$ cat config.mk
export PLATFORM = sky130hd
export DESIGN_NAME = uart_rcv_engine_flat
export DESIGN_NICKNAME = d
export VERILOG_FILES = /design/src/rtl/uart_rcv_engine_if.sv /design/src/rtl/uart_rcv_engine.sv /design/src/flat_wrapper.sv
export SDC_FILE = /design/constraint.sdc
export NUM_CORES = 1
export LEC_CHECK = 0
export CORE_MARGIN = 10
export CORE_UTILIZATION = 40
export CTS_BUF_LIST = sky130_fd_sc_hd__clkbuf_16
export DETAILED_ROUTE_END_ITERATION = 10
export HOLD_SLACK_MARGIN = 0.08
export PLACE_DENSITY = 0.58
export SYNTH_ARGS = -nofsm -noshare
export SYNTH_HDL_FRONTEND = slang
export SYNTH_SLANG_ARGS = --single-unit
$ cat constraint.sdc
create_clock -name clk -period 2.2 [get_ports clk]
set_clock_uncertainty 0.05 [all_clocks]
set_input_delay 0.22 -clock clk [delete_from_list [all_inputs] [get_ports clk]]
set_output_delay 0.22 -clock clk [all_outputs]
set_load 0.03 [all_outputs]
$ cat src/rtl/uart_rcv_engine_if.sv
// Receive-side word handoff between uart_rcv_engine (master) and its consumer (slave).
interface uart_rcv_engine_if #(
  parameter int unsigned DATA_BITS = 8
);
  logic [DATA_BITS-1:0] rx_data;
  logic                 rx_valid;
  logic                 rx_ready;
  logic                 parity_err;
  logic                 frame_err;
  logic                 overrun;

  modport master (
    output rx_data, rx_valid, parity_err, frame_err, overrun,
    input  rx_ready
  );

  modport slave (
    input  rx_data, rx_valid, parity_err, frame_err, overrun,
    output rx_ready
  );
endinterface

$ cat src/rtl/uart_rcv_engine.sv
// Oversampling UART receiver: majority-voted bits, optional parity, 1-2 stop bits,
// single-entry output register with valid/ready handoff and overrun reporting.
module uart_rcv_engine #(
  parameter int unsigned DATA_BITS  = 8,
  parameter int unsigned OVERSAMPLE = 16,
  parameter int unsigned PARITY_EN  = 0,
  parameter int unsigned PARITY_ODD = 0,
  parameter int unsigned STOP_BITS  = 1
) (
  input  logic               clk,
  input  logic               rstn,
  input  logic               baud_tick,
  input  logic               serial_in,
  output logic               busy,
  uart_rcv_engine_if.master  rx
);

  localparam int unsigned M   = OVERSAMPLE / 2;
  localparam int unsigned SCW = $clog2(OVERSAMPLE);
  localparam int unsigned BCW = $clog2(DATA_BITS + 1);

  localparam logic [SCW-1:0] SC_CAP0 = SCW'(M - 1);
  localparam logic [SCW-1:0] SC_CAP1 = SCW'(M);
  localparam logic [SCW-1:0] SC_VOTE = SCW'(M + 1);
  localparam logic [SCW-1:0] SC_LAST = SCW'(OVERSAMPLE - 1);
  localparam logic [BCW-1:0] BC_DATA_END  = BCW'(DATA_BITS);
  localparam logic [BCW-1:0] BC_STOP_LAST = BCW'(STOP_BITS - 1);
  localparam logic           PAR_ON  = (PARITY_EN != 0);
  localparam logic           PAR_ODD = (PARITY_ODD != 0);

  typedef enum logic [2:0] {
    IDLE, START, DATA, PARITY, STOP, WAIT_HIGH
  } state_t;

  state_t               state_q, state_d;
  logic                 sync1_q, rxs;
  logic [SCW-1:0]       sc_q, sc_d;
  logic [BCW-1:0]       bc_q, bc_d;
  logic [DATA_BITS-1:0] shift_q, shift_d;
  logic                 cap0_q, cap0_d, cap1_q, cap1_d;
  logic                 perr_q, perr_d, ferr_q, ferr_d;
  logic                 in_frame_c, vote_c, vote_tick_c, wrap_c, commit_c;

  // Two-flop synchronizer; idles high so reset never looks like a start bit.
  always_ff @(posedge clk or negedge rstn) begin
    if (!rstn) begin
      sync1_q <= 1'b1;
      rxs     <= 1'b1;
    end else begin
      sync1_q <= serial_in;
      rxs     <= sync1_q;
    end
  end

  always_comb begin
    state_d  = state_q;
    sc_d     = sc_q;
    bc_d     = bc_q;
    shift_d  = shift_q;
    cap0_d   = cap0_q;
    cap1_d   = cap1_q;
    perr_d   = perr_q;
    ferr_d   = ferr_q;
    commit_c = 1'b0;

    in_frame_c  = (state_q == START) || (state_q == DATA) ||
                  (state_q == PARITY) || (state_q == STOP);
    vote_c      = (cap0_q & cap1_q) | (cap0_q & rxs) | (cap1_q & rxs);
    vote_tick_c = baud_tick && in_frame_c && (sc_q == SC_VOTE);
    wrap_c      = (sc_q == SC_LAST);

    if (baud_tick) begin
      // Bit-period sample counter and the two early majority captures.
      if (in_frame_c) begin
        sc_d = wrap_c ? '0 : sc_q + SCW'(1);
        if (sc_q == SC_CAP0) cap0_d = rxs;
        if (sc_q == SC_CAP1) cap1_d = rxs;
      end

      case (state_q)
        IDLE: begin
          if (!rxs) begin
            state_d = START;
            sc_d    = '0;
            perr_d  = 1'b0;
            ferr_d  = 1'b0;
          end
        end
        START: begin
          if (vote_tick_c && vote_c) begin
            state_d = IDLE;
            sc_d    = '0;
          end else if (wrap_c) begin
            state_d = DATA;
            bc_d    = '0;
          end
        end
        DATA: begin
          if (vote_tick_c) begin
            shift_d = {vote_c, shift_q[DATA_BITS-1:1]};
            bc_d    = bc_q + BCW'(1);
          end
          if (wrap_c && (bc_q == BC_DATA_END)) begin
            state_d = PAR_ON ? PARITY : STOP;
            bc_d    = '0;
          end
        end
        PARITY: begin
          if (vote_tick_c) perr_d = (vote_c != ((^shift_q) ^ PAR_ODD));
          if (wrap_c) begin
            state_d = STOP;
            bc_d    = '0;
          end
        end
        STOP: begin
          // Commit on the last stop vote so the next start edge is not missed.
          if (vote_tick_c) begin
            ferr_d = ferr_q | ~vote_c;
            if (bc_q == BC_STOP_LAST) begin
              commit_c = 1'b1;
              sc_d     = '0;
              state_d  = (ferr_q | ~vote_c) ? WAIT_HIGH : IDLE;
            end else begin
              bc_d = bc_q + BCW'(1);
            end
          end
        end
        WAIT_HIGH: begin
          if (rxs) state_d = IDLE;
        end
        default: state_d = IDLE;
      endcase
    end
  end

  always_ff @(posedge clk or negedge rstn) begin
    if (!rstn) begin
      state_q <= IDLE;
      sc_q    <= '0;
      bc_q    <= '0;
      shift_q <= '0;
      cap0_q  <= 1'b1;
      cap1_q  <= 1'b1;
      perr_q  <= 1'b0;
      ferr_q  <= 1'b0;
      busy    <= 1'b0;
    end else begin
      state_q <= state_d;
      sc_q    <= sc_d;
      bc_q    <= bc_d;
      shift_q <= shift_d;
      cap0_q  <= cap0_d;
      cap1_q  <= cap1_d;
      perr_q  <= perr_d;
      ferr_q  <= ferr_d;
      busy    <= (state_d != IDLE);
    end
  end

  // Single-entry output register; a commit may land in the same cycle as the handshake.
  always_ff @(posedge clk or negedge rstn) begin
    if (!rstn) begin
      rx.rx_data    <= '0;
      rx.rx_valid   <= 1'b0;
      rx.parity_err <= 1'b0;
      rx.frame_err  <= 1'b0;
      rx.overrun    <= 1'b0;
    end else begin
      rx.overrun <= 1'b0;
      if (commit_c) begin
        if (!rx.rx_valid || rx.rx_ready) begin
          rx.rx_data    <= shift_q;
          rx.parity_err <= PAR_ON & perr_q;
          rx.frame_err  <= ferr_d;
          rx.rx_valid   <= 1'b1;
        end else begin
          rx.overrun <= 1'b1;
        end
      end else if (rx.rx_valid && rx.rx_ready) begin
        rx.rx_valid <= 1'b0;
      end
    end
  end

endmodule

$ cat src/flat_wrapper.sv
// flat-port wrapper written by rule: the top's interface ports become plain ports
module uart_rcv_engine_flat 
#(
  parameter int unsigned DATA_BITS  = 8,
  parameter int unsigned OVERSAMPLE = 16,
  parameter int unsigned PARITY_EN  = 0,
  parameter int unsigned PARITY_ODD = 0,
  parameter int unsigned STOP_BITS  = 1
)
  (clk, rstn, baud_tick, serial_in, busy, rx_rx_data, rx_rx_valid, rx_parity_err, rx_frame_err, rx_overrun, rx_rx_ready);
  uart_rcv_engine_if #(.DATA_BITS(DATA_BITS)) rx_i ();
  input  logic clk;
  input  logic rstn;
  input  logic baud_tick;
  input  logic serial_in;
  output logic busy;
  output wire logic [$bits(rx_i.rx_data)-1:0] rx_rx_data;
  output wire logic [$bits(rx_i.rx_valid)-1:0] rx_rx_valid;
  output wire logic [$bits(rx_i.parity_err)-1:0] rx_parity_err;
  output wire logic [$bits(rx_i.frame_err)-1:0] rx_frame_err;
  output wire logic [$bits(rx_i.overrun)-1:0] rx_overrun;
  input wire logic [$bits(rx_i.rx_ready)-1:0] rx_rx_ready;
  assign rx_rx_data = rx_i.rx_data;
  assign rx_rx_valid = rx_i.rx_valid;
  assign rx_parity_err = rx_i.parity_err;
  assign rx_frame_err = rx_i.frame_err;
  assign rx_overrun = rx_i.overrun;
  assign rx_i.rx_ready = rx_rx_ready;
  uart_rcv_engine #(.DATA_BITS(DATA_BITS), .OVERSAMPLE(OVERSAMPLE), .PARITY_EN(PARITY_EN), .PARITY_ODD(PARITY_ODD), .STOP_BITS(STOP_BITS)) u_core (.clk(clk), .rstn(rstn), .baud_tick(baud_tick), .serial_in(serial_in), .busy(busy), .rx(rx_i));
endmodule
==> impl_metrics.tcl, run 1 <==
set metrics [dict create \
    status "finished clean" \
    slew_headroom_pct 45.71 \
    gp_congestion 0.8523 \
    placed_cell_area_um2 2096 \
    cts.htree.levels 2 \
    wl_per_cell_um 16.68 \
    via_per_inst 5.851 \
    drive_gt1_share_pct 21.43 \
    ir_worst_vdd_uv 402.9 \
    slowest_delay_ns 0.52 \
    grt_max_degree 37 \
    postCtsSetupBuffers 0 \
    r2r_slack_ns 0.12 \
    die_x_um 88.45 \
    async_flop_share_pct 100.0 \
    yosys.area.top_type "dfrtp_1" \
    vias 1451 \
    synth_edf_count 0 \
    avgSynthCellArea_um2 10.90 \
    grt_pass1_vias 1435 \
    numCtsBuffers 5 \
    ys_seq_area_share_pct 48.33 \
    dpl_worst_slack_ns 0.07051 \
    worst_slack_ns 0.1199 \
    crit_path_max_fanout 9 \
    ys.flop_type "dfrtp_1" \
    grt_usage_pct 11.44 \
    grt_pass1_wl_um 7051 \
    final_max_slew_viol_count 0 \
    start_util_pct 42.17 \
    slowest_stage "or4_1" \
    placedCellCount 239 \
    path_clk_slew_ns 0.05 \
    finalSetupViolations 0 \
    critPathBufInv 2 \
    synth_cell_type_count 47 \
    io_buffers 16 \
    drcViolationCount 0 \
    yosysTopAreaCellShare_pct 42.72 \
    antenna_found_initial 0 \
    hold_class "in2reg" \
    synth_area_leaders "dfrtp_1 43%, dfstp_2 5.6%, mux2_4 5.6%, mux2_2 5.4%, o21ai_0 3.5%" \
    hold_viol 0 \
    grt_remaining_overflow 0 \
    pwr_density_cell_nw_per_um2 854.1 \
    p_leak_nw 1.045 \
    cts_tree "yes" \
    die_area_um2 7823 \
    critPathTopFamily "simple AND/OR/NAND/NOR gates" \
    synth_area_um2 1874 \
    worst_ep_arrival_time_ns 2.19 \
    final_nets 205 \
    drt_wl_total_um 4136 \
    fmaxAchievable_mhz 480.7 \
    yosys_warnings 0 \
    syn_nets 182 \
    die_h_um 88.45 \
    num_io_pins 18 \
    crit_path_start_kind "flop" \
    period_needed_ns 2.080 \
    postSynthCellCount 172 \
    synth_seq_cells 36 \
    hold_start "serial_in" \
    power_mw 1.934 \
    hpwl_um 2873 \
    fin_cells 248 \
    design_area_um2 2265 \
    crit_type "reg2reg" \
    timing.final.crit_share_pct 94.55 \
    area_delta_synth_final_pct 20.83 \
    drtIter0Drc 108 \
    cp-startpoint "u_core.sc_q[1]" \
    drt_pass1_iterations 4 \
    r2r-start "u_core.sc_q[1]" \
    insertedDiodeCount 0 \
    tightestPinTransition_ns 0.8144 \
    clk_latency_ns 0.28 \
    maxCapViolCount 0 \
    cts_buffer_depth 2 \
    path_cells "inv_2, ha_1, nand3b_1, or4_1, buf_4, mux2_4" \
    critPathRequiredTime_ns 2.31 \
    root_buffer "clkbuf_16" \
    fillCellCount 414 \
    row_count 24 \
    postRouteAntennaNets 0 \
    fp.coreArea_um2 4444 \
    clock_sinks 36 \
    cp-end-kind "flop" \
]
-- state kept, by name, summed over array words and instances, names as in the netlist --
| register | count |
|---|---|
| u_core.state_q | 3 |
| u_core.rx.rx_data | 8 |
| u_core.bc_q | 4 |
| u_core.rx.frame_err | 1 |
| u_core.sync1_q | 1 |
| u_core.rx.rx_valid | 1 |
| u_core.busy | 1 |
| u_core.shift_q | 8 |
| u_core.sc_q | 4 |
| u_core.ferr_q | 1 |
| u_core.cap0_q | 1 |
| u_core.rxs | 1 |
| u_core.cap1_q | 1 |
| u_core.rx.overrun | 1 |
-- routing by layer --
| layer | GRT usage, % | wire length [um] | share of wire (%) | vias up |
|---|---|---|---|---|
| met5 | 0 | 0 | 0 | - |
| met4 | 3.671 | 36 | 0.87 | 0 |
| met3 | 4.228 | 223 | 5.4 | 5 |
| met2 | 17.88 | 1961 | 47 | 42 |
| met1 | 14.32 | 1915 | 46 | 715 |
| li1 | - | - | - | 689 |
-- per-stage QoR --
step	utilization, %	hold WS, ns	setup TNS, ns
floorplan	-	-0.1256	0
global placement	47.16	0.2988	0
detailed placement	47.16	0.3010	0
CTS	50.56	0.2988	0
global route	50.96	0.3068	-0.05718
finish	50.96	0.3007	0
-- repair_timing --
action                                  CTS  global route
hold endpoints to repair                 32             0
gates resized for setup                   0             6
hold buffers                              1             0
endpoints found under the setup margin    0            11
-- where the power goes --
group	internal, mW	total, mW	switching, mW	leakage [nW]
combinational	0.184	0.393	0.210	0.505
sequential	0.762	0.865	0.103	0.465
clock	0.413	0.676	0.263	0.0764
total	1.36	1.93	0.576	1.05
-- layout make-up --
class | instances | area, um2 | area share (%)
Timing Repair Buffer | 22 | 202.7 | 8.950
Clock buffer | 5 | 125.1 | 5.525
Tap cell | 52 | 65.06 | 2.873
Clock inverter | 3 | 16.27 | 0.7182
Multi-Input combinational cell | 119 | 908.4 | 40.11
Sequential cell | 36 | 905.9 | 40.00
Inverter | 11 | 41.29 | 1.823
-- final timing paths --
kind | endpoint | cells past startpoint
worst max-delay path | u_core.shift_q[5] | 6
worst min-delay path | u_core.sync1_q | 1
worst max register to register | u_core.shift_q[5] | 6
worst min register to register | u_core.rxs | 0
max in group asynchronous | u_core.sc_q[0] | 2
min in group asynchronous | u_core.bc_q[3] | 2
-- cell usage after synthesis, drive strengths merged, types with 2 or more instances --
cell / n
nor2: 9
nand2: 6
inv: 11
a32o: 3
nor4: 4
nand4: 3
a31oi: 5
nand2b: 4
nand3: 6
a21oi: 6
buf: 4
or4: 3
dfrtp: 32
or3: 3
and3: 4
o22ai: 3
nand3b: 3
nor2b: 2
ha: 5
dfstp: 4
clkbuf: 2
o21ai: 14
mux2: 18
-- cells in the final DEF (no fill, tap or decap), types with 4 or more instances in the layout --
| cell type | Yosys | final |
|---|---|---|
| a21oi_1 | 6 | 6 |
| a31oi_1 | 5 | 4 |
| and3_1 | 4 | 4 |
| buf_4 | 1 | 5 |
| clkbuf_16 | 0 | 5 |
| clkdlybuf4s50_1 | 0 | 15 |
| dfrtp_1 | 32 | 32 |
| dfstp_2 | 4 | 4 |
| ha_1 | 5 | 4 |
| inv_1 | 11 | 12 |
| mux2_2 | 9 | 9 |
| mux2_4 | 7 | 7 |
| nand2_1 | 6 | 5 |
| nand3_1 | 6 | 5 |
| nor2_1 | 9 | 9 |
| nor4_1 | 4 | 4 |
| o21ai_0 | 13 | 13 |
-- kinds of logic (layout without fill, tap and decap cells) --
logic type	after synthesis	after routing	share of synthesized area, %
flops	36	36	48.33
fa+ha+maj	6	6	3.872
simple gates	52	52	16.62
mux	18	18	12.22
other cells	1	1	0.2001
buf+inv	17	41	4.139
compound gates	42	42	14.62
Note: power is estimated with default switching activity, not from simulation.
==> run 2: changes to the inputs <==
==> constraint.sdc (replaced) <==
create_clock -name clk -period 2.6 [get_ports clk]
set_clock_uncertainty 0.05 [all_clocks]
set_input_delay 0.26 -clock clk [delete_from_list [all_inputs] [get_ports clk]]
set_output_delay 0.26 -clock clk [all_outputs]
set_load 0.03 [all_outputs]
==> impl_metrics.tcl, run 2 (same netlist as run 1, synthesis figures left out) <==
set metrics [dict create \
    grt_pass1_vias 1416 \
    r2r_cells 6 \
    insertedDiodeCount 0 \
    clk_latency_ns 0.27 \
    tns_ns 0 \
    final_max_slew_viol_count 0 \
    grt_remaining_overflow 0 \
    use_met2_pct 16.48 \
    use_met1_pct 14.31 \
    row_count 24 \
    num_io_pins 18 \
    gp_congestion 0.8502 \
    drtIter0Drc 217 \
    via_per_inst 5.796 \
    path_clk_slew_ns 0.05 \
    drt_wl_total_um 3800 \
    drcViolationCount 0 \
    cts_tree "yes" \
    grt_usage_pct 10.70 \
    timing.final.crit_share_pct 84.55 \
    postRouteAntennaNets 0 \
    grt_max_degree 37 \
    period_needed_ns 2.198 \
    final_common_cell "dfrtp_1" \
    grt_pass1_wl_um 6803 \
    tightestPinTransition_ns 0.7684 \
    io_buffers 16 \
    status "finished clean" \
    fmaxAchievable_mhz 454.9 \
    final_cell_mix "32 x dfrtp_1, 15 x clkdlybuf4s50_1, 13 x inv_1, 13 x o21ai_0" \
    cts.htree.levels 2 \
    finalSetupViolations 0 \
    maxCapViolCount 0 \
    hold_class "reg2reg" \
    fillCellCount 414 \
    pwr_density_cell_nw_per_um2 720.5 \
    crit_path_start_kind "flop" \
    postCtsSetupBuffers 0 \
    reg_top3 "u_core.rx.rx_data (8), u_core.shift_q (8)" \
    placed_cell_area_um2 2073 \
    area_delta_synth_final_pct 18.49 \
    die_x_um 88.45 \
    min_path_cells 0 \
    p_leak_nw 1.028 \
    vias 1420 \
    clock_sinks 36 \
    drt_pass1_iterations 4 \
    ir_worst_vdd_uv 447.9 \
    wl_per_cell_um 15.51 \
    met3_usage_pct 2.849 \
    post_cts_resized 0 \
    final_nets 202 \
    rsz0062_at_grt "false" \
    hold_viol 0 \
    root_buffer "clkbuf_16" \
    fp.coreArea_um2 4444 \
    drive_gt1_share_pct 17.10 \
    busiest_layer "met2" \
    numCtsBuffers 5 \
    hpwl_um 2745 \
    slew_headroom_pct 48.78 \
    critPathRequiredTime_ns 2.70 \
    worst_ep_arrival_time_ns 2.30 \
    die_area_um2 7823 \
    cp-end-kind "flop" \
    crit_type "reg2reg" \
    crit_path_max_fanout 9 \
    cts_buffer_depth 2 \
    start_util_pct 42.17 \
    design_area_um2 2221 \
    die_h_um 88.45 \
    antenna_found_initial 0 \
]
[run 2: what timing repair did]
action	CTS	global route
endpoints found under the hold margin	32	0
hold buffers	1	0
endpoints found under the setup margin	0	0
[run 2: metal layers]
metal / share of wire (%) / vias to the layer above
met3: 6.5 / 2
met4: 0.45 / 0
li1: - / 687
met2: 47 / 49
met1: 46 / 682
met5: 0 / -
[run 2: worst max-delay path, stage by stage (launching register included)]
cell and delay, ns:
dfrtp_1 0.42, inv_1 0.10, ha_1 0.20, nor3b_1 0.47, and3_1 0.25, nand2_1 0.23, mux2_2 0.36
[run 2: worst paths after layout]
path | from | to | slack, ns
worst max register to register | u_core.bc_q[0] | u_core.rx.rx_data[2] | 0.40
worst max-delay path | u_core.bc_q[0] | u_core.rx.rx_data[2] | 0.40
min in group asynchronous | rstn | u_core.sc_q[3] | 0.55
worst min register to register | u_core.sync1_q | u_core.rxs | 0.31
max in group asynchronous | rstn | u_core.shift_q[2] | 1.46
worst min-delay path | u_core.sync1_q | u_core.rxs | 0.31
[run 2: cell type report]
class / count / area (um2) / area share, %
Clock buffer: 5 / 125.1 / 5.634
Sequential cell: 36 / 905.9 / 40.79
Inverter: 11 / 41.29 / 1.859
Clock inverter: 3 / 12.51 / 0.5634
Timing Repair Buffer: 19 / 180.2 / 8.113
Multi-Input combinational cell: 119 / 890.9 / 40.11
Tap cell: 52 / 65.06 / 2.930
[run 2: per-stage QoR]
step | cells | total power [mW] | setup slack, ns | util [%] | hold WS (ns)
3_5_place_dp | 236 | 1.054 | 0.4024 | 46.65 | 0.2972
3_3_place_gp | 236 | 1.037 | 0.4224 | 46.65 | 0.2970
2_1_floorplan | 172 | 0.9556 | 0.6242 | - | -0.08559
4_1_cts | 245 | 1.614 | 0.3719 | 49.97 | 0.3100
6_report | 245 | 1.600 | 0.4018 | 49.97 | 0.3070
5_1_grt | 245 | 1.710 | 0.1884 | 49.97 | 0.3145
[run 2: report_power, final]
group          internal, mW  switching [mW]  leakage, nW  total [mW]
sequential            0.645          0.0906        0.465       0.736
clock                 0.345           0.200       0.0762       0.545
combinational         0.139           0.180        0.488       0.319
total                  1.13           0.470         1.03        1.60
